$ cat src/rtl/pulse_seq_pkg.sv
// Shared types and constants for the pulse sequencer.
// The GAP state is always part of the enum; it is only reachable when
// PULSE_SEQUENCER_BURST_EN is defined.
package pulse_seq_pkg;

  localparam int unsigned CNT_W_DEFAULT   = 32;
  localparam int unsigned BURST_W_DEFAULT = 16;
  localparam int unsigned ZeroCnt         = 0;

  typedef enum logic [1:0] {
    StIdle,
    StDelay,
    StPulse,
    StGap
  } seq_state_e;

endpackage

$ cat src/rtl/pulse_seq_counter.sv
// Loadable down-counter with zero flag. Load has priority over decrement,
// and decrement saturates at zero.
module pulse_seq_counter
  import pulse_seq_pkg::*;
#(
  parameter int unsigned Width = CNT_W_DEFAULT
) (
  input  logic             clk,
  input  logic             rst_n,
  input  logic             load,
  input  logic [Width-1:0] load_val,
  input  logic             dec,
  output logic             zero
);

  logic [Width-1:0] count;

  // Count register: synchronous active-low reset, load wins over decrement.
  always_ff @(posedge clk) begin
    if (!rst_n) begin
      count <= Width'(ZeroCnt);
    end else if (load) begin
      count <= load_val;
    end else if (dec && (count != Width'(ZeroCnt))) begin
      count <= count - Width'(1);
    end
  end

  assign zero = (count == Width'(ZeroCnt));

endmodule

$ cat src/rtl/pulse_sequencer.sv
// Single timed pulse generator driven by the HPS pulse-control PIOs.
// A rising edge on start_i latches delay/width and produces one pulse of
// width cycles, delay+1 cycles after the trigger edge.
// Optional: PULSE_SEQUENCER_BURST_EN adds burst_i/period_i for pulse trains.
module pulse_sequencer
  import pulse_seq_pkg::*;
#(
  parameter int unsigned CNT_W = CNT_W_DEFAULT
`ifdef PULSE_SEQUENCER_BURST_EN
  , parameter int unsigned BURST_W = BURST_W_DEFAULT
`endif
) (
  input  logic               clk_clk,
  input  logic               reset_reset_n,
  input  logic               start_i,
  input  logic               abort_i,
  input  logic [CNT_W-1:0]   delay_i,
  input  logic [CNT_W-1:0]   width_i,
`ifdef PULSE_SEQUENCER_BURST_EN
  input  logic [BURST_W-1:0] burst_i,
  input  logic [CNT_W-1:0]   period_i,
`endif
  output logic               pulse_o,
  output logic               busy_o,
  output logic               done_o
);

  seq_state_e       state_q;
  logic             start_q;
  logic [CNT_W-1:0] width_q;
  logic             trigger;

  logic             cnt_load;
  logic [CNT_W-1:0] cnt_load_val;
  logic             cnt_dec;
  logic             cnt_zero;

`ifdef PULSE_SEQUENCER_BURST_EN
  logic [CNT_W-1:0]   period_q;
  logic               burst_load;
  logic [BURST_W-1:0] burst_load_val;
  logic               burst_dec;
  logic               burst_zero;

  // Counts pulses still to come after the current one; burst_i=0 acts as 1.
  assign burst_load_val = (burst_i == '0) ? '0 : burst_i - BURST_W'(1);
`endif

  // Abort in idle also blocks the trigger, so the start edge is consumed.
  assign trigger = start_i && !start_q && (state_q == StIdle) && !abort_i;

  // Counter control derived from the current state and the zero flag.
  always_comb begin
    cnt_load     = 1'b0;
    cnt_load_val = delay_i;
    cnt_dec      = 1'b0;
`ifdef PULSE_SEQUENCER_BURST_EN
    burst_load   = 1'b0;
    burst_dec    = 1'b0;
`endif
    if (!abort_i) begin
      unique case (state_q)
        StIdle: begin
          if (trigger) begin
            cnt_load = 1'b1;
`ifdef PULSE_SEQUENCER_BURST_EN
            burst_load = 1'b1;
`endif
          end
        end
        StDelay, StGap: begin
          if (!cnt_zero) begin
            cnt_dec = 1'b1;
          end else if (width_q != '0) begin
            cnt_load     = 1'b1;
            cnt_load_val = width_q - CNT_W'(1);
          end
        end
        StPulse: begin
          if (!cnt_zero) begin
            cnt_dec = 1'b1;
          end
`ifdef PULSE_SEQUENCER_BURST_EN
          else if (!burst_zero) begin
            cnt_load     = 1'b1;
            cnt_load_val = period_q;
            burst_dec    = 1'b1;
          end
`endif
        end
        default: ;
      endcase
    end
  end

  // Sequencer FSM with registered outputs.
  always_ff @(posedge clk_clk) begin
    if (!reset_reset_n) begin
      state_q <= StIdle;
      start_q <= 1'b0;
      width_q <= '0;
      pulse_o <= 1'b0;
      busy_o  <= 1'b0;
      done_o  <= 1'b0;
`ifdef PULSE_SEQUENCER_BURST_EN
      period_q <= '0;
`endif
    end else begin
      start_q <= start_i;
      done_o  <= 1'b0;
      if (abort_i && (state_q != StIdle)) begin
        state_q <= StIdle;
        pulse_o <= 1'b0;
        busy_o  <= 1'b0;
      end else begin
        unique case (state_q)
          StIdle: begin
            if (trigger) begin
              width_q <= width_i;
`ifdef PULSE_SEQUENCER_BURST_EN
              period_q <= period_i;
`endif
              state_q <= StDelay;
              busy_o  <= 1'b1;
            end
          end
          StDelay: begin
            if (cnt_zero) begin
              if (width_q != '0) begin
                state_q <= StPulse;
                pulse_o <= 1'b1;
              end else begin
                state_q <= StIdle;
                busy_o  <= 1'b0;
                done_o  <= 1'b1;
              end
            end
          end
          StPulse: begin
            if (cnt_zero) begin
              pulse_o <= 1'b0;
`ifdef PULSE_SEQUENCER_BURST_EN
              if (!burst_zero) begin
                state_q <= StGap;
              end else begin
                state_q <= StIdle;
                busy_o  <= 1'b0;
                done_o  <= 1'b1;
              end
`else
              state_q <= StIdle;
              busy_o  <= 1'b0;
              done_o  <= 1'b1;
`endif
            end
          end
          StGap: begin
            if (cnt_zero) begin
              state_q <= StPulse;
              pulse_o <= 1'b1;
            end
          end
          default: state_q <= StIdle;
        endcase
      end
    end
  end

  // Shared delay / width / period counter.
  pulse_seq_counter #(
    .Width (CNT_W)
  ) u_cnt (
    .clk      (clk_clk),
    .rst_n    (reset_reset_n),
    .load     (cnt_load),
    .load_val (cnt_load_val),
    .dec      (cnt_dec),
    .zero     (cnt_zero)
  );

`ifdef PULSE_SEQUENCER_BURST_EN
  // Remaining-pulse counter for bursts.
  pulse_seq_counter #(
    .Width (BURST_W)
  ) u_burst_cnt (
    .clk      (clk_clk),
    .rst_n    (reset_reset_n),
    .load     (burst_load),
    .load_val (burst_load_val),
    .dec      (burst_dec),
    .zero     (burst_zero)
  );
`endif

endmodule

$ cat config.mk
export PLATFORM = sky130hd
export DESIGN_NAME = pulse_sequencer
export DESIGN_NICKNAME = d
export VERILOG_FILES = /design/src/rtl/pulse_seq_pkg.sv /design/src/rtl/pulse_seq_counter.sv /design/src/rtl/pulse_sequencer.sv
export SDC_FILE = /design/constraint.sdc
export NUM_CORES = 1
export LEC_CHECK = 0
export CAP_MARGIN = 25
export CORE_UTILIZATION = 50
export DETAILED_ROUTE_END_ITERATION = 7
export HOLD_SLACK_MARGIN = 0.15
export PLACE_DENSITY = 0.75
export SLEW_MARGIN = 20
export SYNTH_ARGS = -nofsm -noshare
export SYNTH_HDL_FRONTEND = slang
export SYNTH_HIERARCHICAL = 1
export SYNTH_SLANG_ARGS = --single-unit
$ cat constraint.sdc
create_clock -name clk_clk -period 3.8 [get_ports clk_clk]
set_clock_uncertainty 0.1 [all_clocks]
set_input_delay 0.95 -clock clk_clk [delete_from_list [all_inputs] [get_ports clk_clk]]
set_output_delay 0.95 -clock clk_clk [all_outputs]
set_load 0.05 [all_outputs]
; After elaboration in Yosys (flattened, before gate mapping)
; Index checks and enable logic that the tools add are counted.
[word_totals]
reg_bits = 70
input_bits = 68
wordCells = 75
[classes]
add_sub_neg = 2
n_eq_ne = 9
n_mux = 33
n_bitwise = 2
reduce_logical = 22
[op_table]
columns = operator, count
row1 = $mux 32, 6
row2 = $reduce_bool 32->1, 2
row3 = $sub 32x1->32 const B, 2
row4 = $logic_not 32->1, 1
row5 = $mux 1, 17
row6 = $ne 2x2->1 const B, 6
row7 = $mux 2, 5
row8 = $reduce_and 5->1, 2
row9 = $pmux 2 s4, 1
row10 = $pmux 1 s3, 2
row11 = $reduce_bool 3->1, 2
row12 = $logic_and 1x1->1, 5
row13 = $eq 2x2->1 const B, 2
row14 = $pmux 1 s2, 2
row15 = $reduce_and 4->1, 1
row16 = $reduce_bool 2->1, 2
row17 = $reduce_or 2->1, 2
row18 = $reduce_and 3->1, 1
row19 = $reduce_or 3->1, 1
row20 = $eq 2x1->1 const B, 1
row21 = $logic_not 1->1, 2
row22 = $logic_not 2->1, 1
row23 = $not 1->1, 2

; Depth between registers and ports, before layout
; Gate-level depths: netlist of the first run.
[depth]
word_depth = 8
mapped_depth = 12
depth_no_buf = 12

; Modules after synthesis
; The synthesis of the first run kept the hierarchy.
[by_module_without_submodules]
columns = module, n_inst, cells_per_inst, area_per_inst_um2
row1 = pulse_sequencer, 1, 326, 2755.1
row2 = pulse_seq_counter, 1, 229, 1935.6

; Worst setup path before layout of the first run
; No wires, ideal clock.
[synth_timing]
kind = flip-flop to flip-flop
from = register u_cnt.count[24]
to = register u_cnt.count[1]
setup_time_ns = 0.120
t_arrival_ns = 3.358
required_ns = 3.580
setup_slack_ns = 0.221
path_stages_with_launch = 11
path_buffers = 1
period_less_slack_ns = 3.579
path_cell_list = dfxtp_1 -> or4_4 -> or3_4 -> nor3_1 -> o21a_1 -> a21oi_1 -> nor3_1 -> dlygate4sd3_1 -> nor2_1 -> nand3_1 -> nand3_1
[synth_between]
word_cells_on_any_way = 14
cone_classes = mux (10) / reduce/logical (4)
[synth_rtl]
columns = element, line
row1 = from (decl), pulse_seq_counter.sv:16  ; logic [Width-1:0] count;
row2 = from (signal assigned), pulse_seq_counter.sv:21  ; count <= Width'(ZeroCnt);
row3 = from (signal assigned), pulse_seq_counter.sv:23  ; count <= load_val;
row4 = from (signal assigned), pulse_seq_counter.sv:25  ; count <= count - Width'(1);
row5 = $logic_not 32->1 (*), pulse_seq_counter.sv:29  ; assign zero = (count == Width'(ZeroCnt));
row6 = via cnt_zero, pulse_sequencer.sv:36  ; logic cnt_zero;
row7 = $mux 1 (*), pulse_sequencer.sv:72  ; if (!cnt_zero) begin
row8 = $pmux 1 s2 (*), pulse_sequencer.sv:62  ; unique case (state_q)
row9 = $mux 1 (*), pulse_sequencer.sv:61  ; if (!abort_i) begin
row10 = via cnt_load, pulse_sequencer.sv:33  ; logic cnt_load;
row11 = $mux 32 / $reduce_bool 2->1 (equally long branches), --
; Mark *: on every way through the listed nets, which the timed path passes. The rest lies on a longest branch.
; A chain may end at the register's enable or synchronous reset.

; Final worst setup path of the first run
[layout_timing]
from = register u_cnt.count[24]
to = register u_cnt.count[19]
[layout_between]
word_cells_on_any_way = 14
cone_classes = mux (10) / reduce/logical (4)
[layout_rtl]
columns = element, line
row1 = $logic_not 32->1, pulse_seq_counter.sv:29
row2 = via cnt_zero, pulse_sequencer.sv:36
row3 = $mux 32, pulse_sequencer.sv:72
row4 = $mux 32, pulse_sequencer.sv:62
row5 = $mux 32, pulse_sequencer.sv:61
row6 = via cnt_load_val[19], pulse_sequencer.sv:34  ; logic [CNT_W-1:0] cnt_load_val;
row7 = $mux 32, pulse_seq_counter.sv:22  ; end else if (load) begin
; The timed path passes the listed nets, and every way through them passes these cells.

==> qor.csv, run 1 <==
stage;metric;value;unit
sta;Worst Max-Slew Pin Slew;0.7222;ns
sta;Setup-failing EPs final;0;
setup_path;R2R depth;9;
hold_path;WHS Endpoint;busy_o;
sta;RSZ-0062 raised after global routing;no;
route;initial DRC count;201;
hold_path;hold path cells;2;
synthesis;Syn Nets;630;
synthesis;synth warn;6;
sta;Final Hold Vio Count;0;
clock_network;Root Buffer;clkbuf_8;
global_route;vias in the first global route;4076;
route;vias after detailed routing;4336;
clock_network;clk buf depth;2;
global_route;GRT Util Overall;25.19;%
global_route;largest net degree at the start of global routing;52;
final_layout;fin util;63.20;%
synthesis;mapped cell area;4691;um2
final_layout;Layout Nets;691;
power_and_ir_drop;Max rail drop VDD;226.0;uV
setup_path;CP startpoint kind;register;
global_route;first-pass GRT wire length;19.70;mm
setup_path;critical path cell sequence;or4_4 -> or3_4 -> nor3_1 -> o21a_1 -> and3_4 -> buf_4 -> mux2_4 -> o21ai_0 -> a31oi_1;
job;max cap viols;0;
setup_path;Required @ worst endpoint;3.91;ns
final_layout;most common cell after layout, fill and taps aside;nand2_1;
synthesis;fraction of registers with async set/reset;0;%
placement;DPL Wire Length;8.985;mm
final_layout;synth-to-layout area growth;19.79;%
floorplan;Die H;98.86;um
final_layout;# diodes;0;
setup_path;Worst Path Max Fanout;29;
sta;Final Critical Period;3.555;ns
final_layout;share of cells above drive strength 1;13.71;%
route;detailed-route wire length per cell;16.46;um
clock_network;Hold Buf Count CTS;0;
setup_path;Worst Path Arrival;3.66;ns
global_route;grt ovf;0;
synthesis;dominant cell type by area after synthesis;dfxtp_1;
setup_path;Worst R2R Start;u_cnt/count[24];
clock_network;TritonCTS clock tree;built;
synthesis;area share of fa/ha/maj cells after synthesis;1.867;%
synthesis;Mean Syn Cell Area;8.452;um2
placement;DP Area;5430;um2
synthesis;Post-synth EDFFs;0;
sta;Peak Freq;281.3;MHz
power_and_ir_drop;PwrDens;386.4;nW/um2
final_layout;Final Non-Filler Cells;728;
placement;Port Buf Inserts;70;
setup_path;kind of critical path;reg -> reg;
setup_path;Crit-path slowest cell;or4_4;
route;Post-route DRC;0;
final_layout;commonest cells after routing, fill and taps aside;nand2_1, dfxtp_1, clkdlybuf4s50_1;
route;WL met3;589;um
clock_network;worst skew pair latency;0.35;ns
power_and_ir_drop;P_leak;2.095;nW
synthesis;Post-Synth XOR/XNOR Area;6.348;%
synthesis;Synth Area in Simple Gates;26.49;%
synthesis;top-area cell type share of the netlist area;29.87;%
setup_path;CP Capture Type;register;
outcome;status;finished clean;
hold_path;Worst Hold Launch;busy_o;
route;first-pass detailed-route iteration total;7;
floorplan;Initial Utilization;52.76;%
floorplan;num ports;71;
clock_network;setup bufs post-CTS;0;
final_layout;design area;5619;um2
route;wirelength, routed;11.98;mm
route;Vias/cell;5.956;
clock_network;Num Clock Sinks;70;
synthesis;Distinct cells, synth;69;
global_route;initial antenna violation count;0;
floorplan;row count;34;
sta;Slew HR;51.41;%
clock_network;CTS buffer count;9;
placement;Final GP Congestion;0.9530;
route;met1 WL;5.555;mm
floorplan;die extent in x;98.86;um
sta;total negative setup slack;0;ns
synthesis;#FFs+latches synth;70;
setup_path;reg-to-reg endpoint;u_cnt/count[19];
final_layout;Fillers;771;
route;ANT nets after route;0;
hold_path;worst hold-check path type;reg -> reg;
clock_network;Reg clk slew, reported paths;0.08;ns
sta;Final Cycle Share;93.55;%
synthesis;multiplexer share of the synthesized area;9.443;%
floorplan;Core Region;8891;um2
synthesis;Syn Inst Count;555;
synthesis;largest family of logic cells by synthesized area;simple AND/OR/NAND/NOR gates;
synthesis;Synth Area in Compound Gates;20.54;%
floorplan;area of the die;9773;um2
synthesis;Main synth FF type;dfxtp_1;
route;met2 WL;5.666;mm
clock_network;H-tree levels;3;
setup_path;delay of the slowest critical-path stage;0.59;ns
synthesis;post-synthesis sequential area ratio;29.87;%
placement;Post-Place Cells;713;
sta;max-slew violation count;0;
clock_network;post-cts repair resize count;0;
synthesis;synth top area cells;dfxtp_1, mux2_4, nand2_1, a21boi_0, xnor2_1;
setup_path;Reg2Reg Setup Slack;0.24;ns
route;uppermost layer routed;met4;
## logic make-up after synthesis
kind of cell,Yosys count
compound gates,141
xor+xnor,34
fa+ha+maj,7
buf+inv,48
flops,70
mux,31
simple gates,224
## where the power goes
part           switching [mW]  internal [mW]  total [mW]
sequential             0.0586          0.784       0.843
combinational           0.401          0.325       0.727
clock                   0.286          0.316       0.601
## routing by layer
| metal | up-vias | track usage, % |
|---|---|---|
| met4 | 0 | 9.070 |
| met5 | - | 0 |
| met2 | 132 | 41.42 |
| met3 | 15 | 3.830 |
| met1 | 2026 | 33.46 |
| li1 | 2163 | - |
## final cells by class
| type | instances | area (um2) | area share (%) |
|---|---|---|---|
| well taps | 108 | 135.1 | 2.405 |
| repair buffers | 84 | 800.8 | 14.25 |
| clock buffers | 11 | 141.4 | 2.516 |
| multi-input cells | 437 | 3040 | 54.11 |
| inverters | 14 | 52.55 | 0.9352 |
| flip-flops and latches | 70 | 1401 | 24.94 |
| clock inverters | 4 | 47.55 | 0.8461 |
## synth_stat cells, drive strengths merged (3+ instances only)
cell type / number
nand2: 81
dfxtp: 70
o21ai: 35
a21boi: 33
mux2: 28
a31oi: 24
clkbuf: 24
nor2: 23
xnor2: 22
nor3: 19
or3: 16
nand4: 15
nor4: 15
or4: 15
inv: 13
a21oi: 12
o31ai: 12
xor2: 12
buf: 9
nand2b: 9
ha: 7
nand3: 7
or2: 5
nand3b: 4
o311a: 4
o31a: 4
a2111oi: 3
and4: 3
mux2i: 3
nand4b: 3
## worst max-delay path by stage
stage          slack [ns]             from  depth (start not counted)         endpoint
6_report             0.24  u_cnt/count[24]                          9  u_cnt/count[19]
5_1_grt              0.12   u_cnt/count[0]                         11  u_cnt/count[18]
4_1_cts              0.30  u_cnt/count[24]                          9  u_cnt/count[19]
3_5_place_dp         0.33  u_cnt/count[24]                          9  u_cnt/count[19]
3_3_place_gp         0.41  u_cnt/count[24]                          9  u_cnt/count[21]
2_1_floorplan        0.22  u_cnt/count[24]                         10   u_cnt/count[1]
## state kept, by name, indices dropped and copies added (netlist names)
| register | flops |
|---|---|
| start_q | 1 |
| u_cnt/count | 32 |
| width_q | 32 |
| busy_o | 1 |
| pulse_o | 1 |
| done_o | 1 |
| state_q | 2 |
## worst max-delay path, delay by kind of cell, from the launching register on
| family | cells | cell delay (ns) |
|---|---|---|
| buffers and inverters | 1 | 0.24 |
| AO/OA/AOI/OAI | 3 | 0.51 |
| AND/OR/NAND/NOR | 4 | 1.92 |
| flip-flops | 1 | 0.36 |
| multiplexers | 1 | 0.29 |
## stage by stage
stage	worst slack, ns	total power, mW	hold slack [ns]
3_5_place_dp	0.3306	1.574	0.3568
6_report	0.2449	2.171	0.3713
3_3_place_gp	0.4144	1.553	0.3542
5_1_grt	0.1207	2.286	0.3959
2_1_floorplan	0.2215	1.351	0.3541
4_1_cts	0.2992	2.174	0.3721
(Power assumes the default switching activity.)
==> run 2, diff against run 1 <==
--- a/config.mk
+++ b/config.mk
@@ -10,6 +10,7 @@
 export DETAILED_ROUTE_END_ITERATION = 7
 export HOLD_SLACK_MARGIN = 0.15
 export PLACE_DENSITY = 0.75
+export SKIP_LAST_GASP = 1
 export SLEW_MARGIN = 20
 export SYNTH_ARGS = -nofsm -noshare
 export SYNTH_HDL_FRONTEND = slang
==> results of run 2 <==
Same layout as run 1: the final DEF is identical, and so are final timing and power.
==> run 3, diff against run 2 <==
--- a/config.mk
+++ b/config.mk
@@ -6,10 +6,10 @@
 export NUM_CORES = 1
 export LEC_CHECK = 0
 export CAP_MARGIN = 25
-export CORE_UTILIZATION = 50
+export CORE_UTILIZATION = 45
 export DETAILED_ROUTE_END_ITERATION = 7
 export HOLD_SLACK_MARGIN = 0.15
-export PLACE_DENSITY = 0.75
+export PLACE_DENSITY = 0.68
 export SKIP_LAST_GASP = 1
 export SLEW_MARGIN = 20
 export SYNTH_ARGS = -nofsm -noshare
==> run 3 against run 2 <==
Compared with the run above:
- sequential cell count did not move
- routed wire length rose by 1.0%
- count of clock-buffer cells in the layout rose by 2
- maximum frequency rose by 4.4%
- combinational power fell by 0.8%
- sequential share of layout area fell by 0.33 points
- final cell count rose by 3.6%
- clock power rose by 17%
- via count fell by 0.71%
- critical path type unchanged
==> qor.csv, run 3 (synthesis results as in run 1) <==
stage;metric;value;unit;change
outcome;status;finished clean;;
setup_path;CP Launch Point;u_cnt/count[24];;
setup_path;WP buf/inv;1;;unchanged
sta;Final Cycle Share;89.58;%;-4.0 points
route;detailed-route wire length per cell;16.05;um;-2.4%
clock_network;Root Buffer;clkbuf_8;;
final_layout;share of cells above drive strength 1;13.85;%;+0.14 points
sta;Peak Freq;293.8;MHz;+4.4%
floorplan;num ports;71;;unchanged
clock_network;post-cts repair resize count;0;;unchanged
setup_path;CP delay by family, top;simple AND/OR/NAND/NOR gates;;
route;Vias/cell;5.710;;-4.1%
floorplan;row count;36;;+5.9%
setup_path;CP Capture Type;register;;
setup_path;Setup crit end;u_cnt/count[20];;
clock_network;clk buf depth;2;;unchanged
placement;Final GP Congestion;0.8183;;-14%
clock_network;CTS buffer count;9;;unchanged
job;max cap viols;0;;unchanged
global_route;largest net degree at the start of global routing;43;;-17%
sta;Slew HR;51.06;%;-0.35 points
setup_path;delay of the slowest critical-path stage;0.58;ns;about the same
setup_path;Worst Path Max Fanout;20;;-31%
sta;Final Hold Vio Count;0;;unchanged
clock_network;setup bufs post-CTS;0;;unchanged
placement;DP Area;5461;um2;+0.58%
route;ANT nets after route;0;;unchanged
clock_network;Hold Buf Count CTS;0;;unchanged
final_layout;commonest cells after routing, fill and taps aside;nand2_1, dfxtp_1, clkdlybuf4s50_1;;
sta;total negative setup slack;0;ns;unchanged
global_route;initial antenna violation count;0;;unchanged
power_and_ir_drop;P_leak;2.119;nW;+1.2%
setup_path;Worst R2R Start;u_cnt/count[24];;
global_route;vias in the first global route;4069;;-0.17%
hold_path;worst hold-check path type;reg -> reg;;
route;initial DRC count;212;;+5.5%
final_layout;design area;5695;um2;+1.4%
final_layout;synth-to-layout area growth;21.42;%;
route;vias after detailed routing;4305;;-0.71%
clock_network;TritonCTS clock tree;built;;
clock_network;Num Clock Sinks;70;;unchanged
floorplan;Die H;104.1;um;+5.3%
final_layout;largest registers;u_cnt/count x32, width_q x32, state_q x2;;
setup_path;reg-to-reg endpoint;u_cnt/count[20];;
power_and_ir_drop;PwrDens;397.8;nW/um2;+3.0%
floorplan;area of the die;10840;um2;+11%
setup_path;Crit-path slowest cell;or4_4;;
final_layout;most common cell after layout, fill and taps aside;nand2_1;;
sta;Worst Max-Slew Pin Slew;0.7156;ns;-0.006653 ns
sta;Setup-failing EPs final;0;;unchanged
global_route;grt ovf;0;;unchanged
setup_path;Reg2Reg Setup Slack;0.40;ns;+0.15 ns
route;first-pass detailed-route iteration total;4;;-3
sta;RSZ-0062 raised after global routing;no;;
global_route;GRT Util Overall;22.78;%;-2.4 points
setup_path;Critical Path Stages;9;;unchanged
route;Post-route DRC;0;;unchanged
power_and_ir_drop;Max rail drop VDD;196.5;uV;-13%
route;wirelength, routed;12.10;mm;+1.0%
power_and_ir_drop;total power;2.266;mW;+4.4%
placement;Port Buf Inserts;70;;unchanged
final_layout;Layout Nets;691;;unchanged
setup_path;Required @ worst endpoint;3.93;ns;+0.02 ns
clock_network;H-tree levels;3;;unchanged
setup_path;CP startpoint kind;register;;
floorplan;die extent in x;104.1;um;+5.3%
final_layout;Fillers;916;;+19%
setup_path;Worst Path Arrival;3.53;ns;-0.13 ns
final_layout;# diodes;0;;unchanged
sta;Final Critical Period;3.404;ns;-0.1512 ns
hold_path;hold path cells;2;;unchanged
floorplan;Core Region;9955;um2;+12%
placement;DPL Wire Length;9.014;mm;+0.31%
sta;max-slew violation count;0;;unchanged
global_route;first-pass GRT wire length;19.75;mm;+0.28%
clock_network;Reg clk slew, reported paths;0.07;ns;about the same
clock_network;worst skew pair latency;0.36;ns;about the same
setup_path;R2R depth;9;;unchanged
setup_path;critical path cell sequence;or4_4 -> or3_4 -> nor3_1 -> o21a_1 -> and3_4 -> buf_4 -> mux2_4 -> o21ai_0 -> a21oi_1;;
floorplan;Initial Utilization;47.12;%;-5.6 points
setup_path;kind of critical path;reg -> reg;;
-- run 3: power breakdown --
part | internal [mW] | switching, mW | total (mW) | leakage [nW]
sequential | 0.785 | 0.0589 | 0.844 | 0.571
combinational | 0.322 | 0.398 | 0.721 | 1.43
clock | 0.423 | 0.279 | 0.701 | 0.120
total | 1.53 | 0.736 | 2.27 | 2.12
-- run 3: tightest hold or removal path, cell delays in order (launching register included) --
cell	delay, ns
dfxtp_1	0.31
nand2_1	0.05
mux2i_1	0.06
-- run 3: stage by stage --
step	setup WS (ns)	std cells	hold slack (ns)	util [%]
CTS	0.4406	754	0.3624	57.21
global route	0.07516	754	0.3912	57.21
floorplan	0.2215	555	0.3541	-
global placement	0.5122	738	0.3540	54.86
finish	0.3961	754	0.3618	57.21
detailed placement	0.4598	738	0.3526	54.86
-- run 3: per-layer routing --
| layer | part of all wire, % | up-vias | global-route usage (%) |
|---|---|---|---|
| met5 | 0 | - | 0 |
| met1 | 45 | 1991 | 28.92 |
| met4 | 1.9 | 0 | 8.776 |
| li1 | - | 2168 | - |
| met3 | 5.2 | 18 | 3.885 |
| met2 | 48 | 128 | 38.38 |
-- run 3: how the worst min path moves through the flow --
| stage | end | from |
|---|---|---|
| 4_1_cts | pulse_o | pulse_o |
| 3_5_place_dp | pulse_o | pulse_o |
| 3_3_place_gp | pulse_o | pulse_o |
| 6_report | pulse_o | pulse_o |
| 2_1_floorplan | u_cnt/count[30] | u_cnt/count[30] |
| 5_1_grt | pulse_o | pulse_o |
-- run 3: final cells by class --
class,count,area (um2),area share [%]
timing repair buffer,84,800.8,14.06
sequential,70,1401,24.60
multi-input combinational,437,3040,53.38
clock buffer,13,168.9,2.966
inverter,14,52.55,0.9227
clock inverter,3,65.06,1.142
tap,133,166.4,2.922
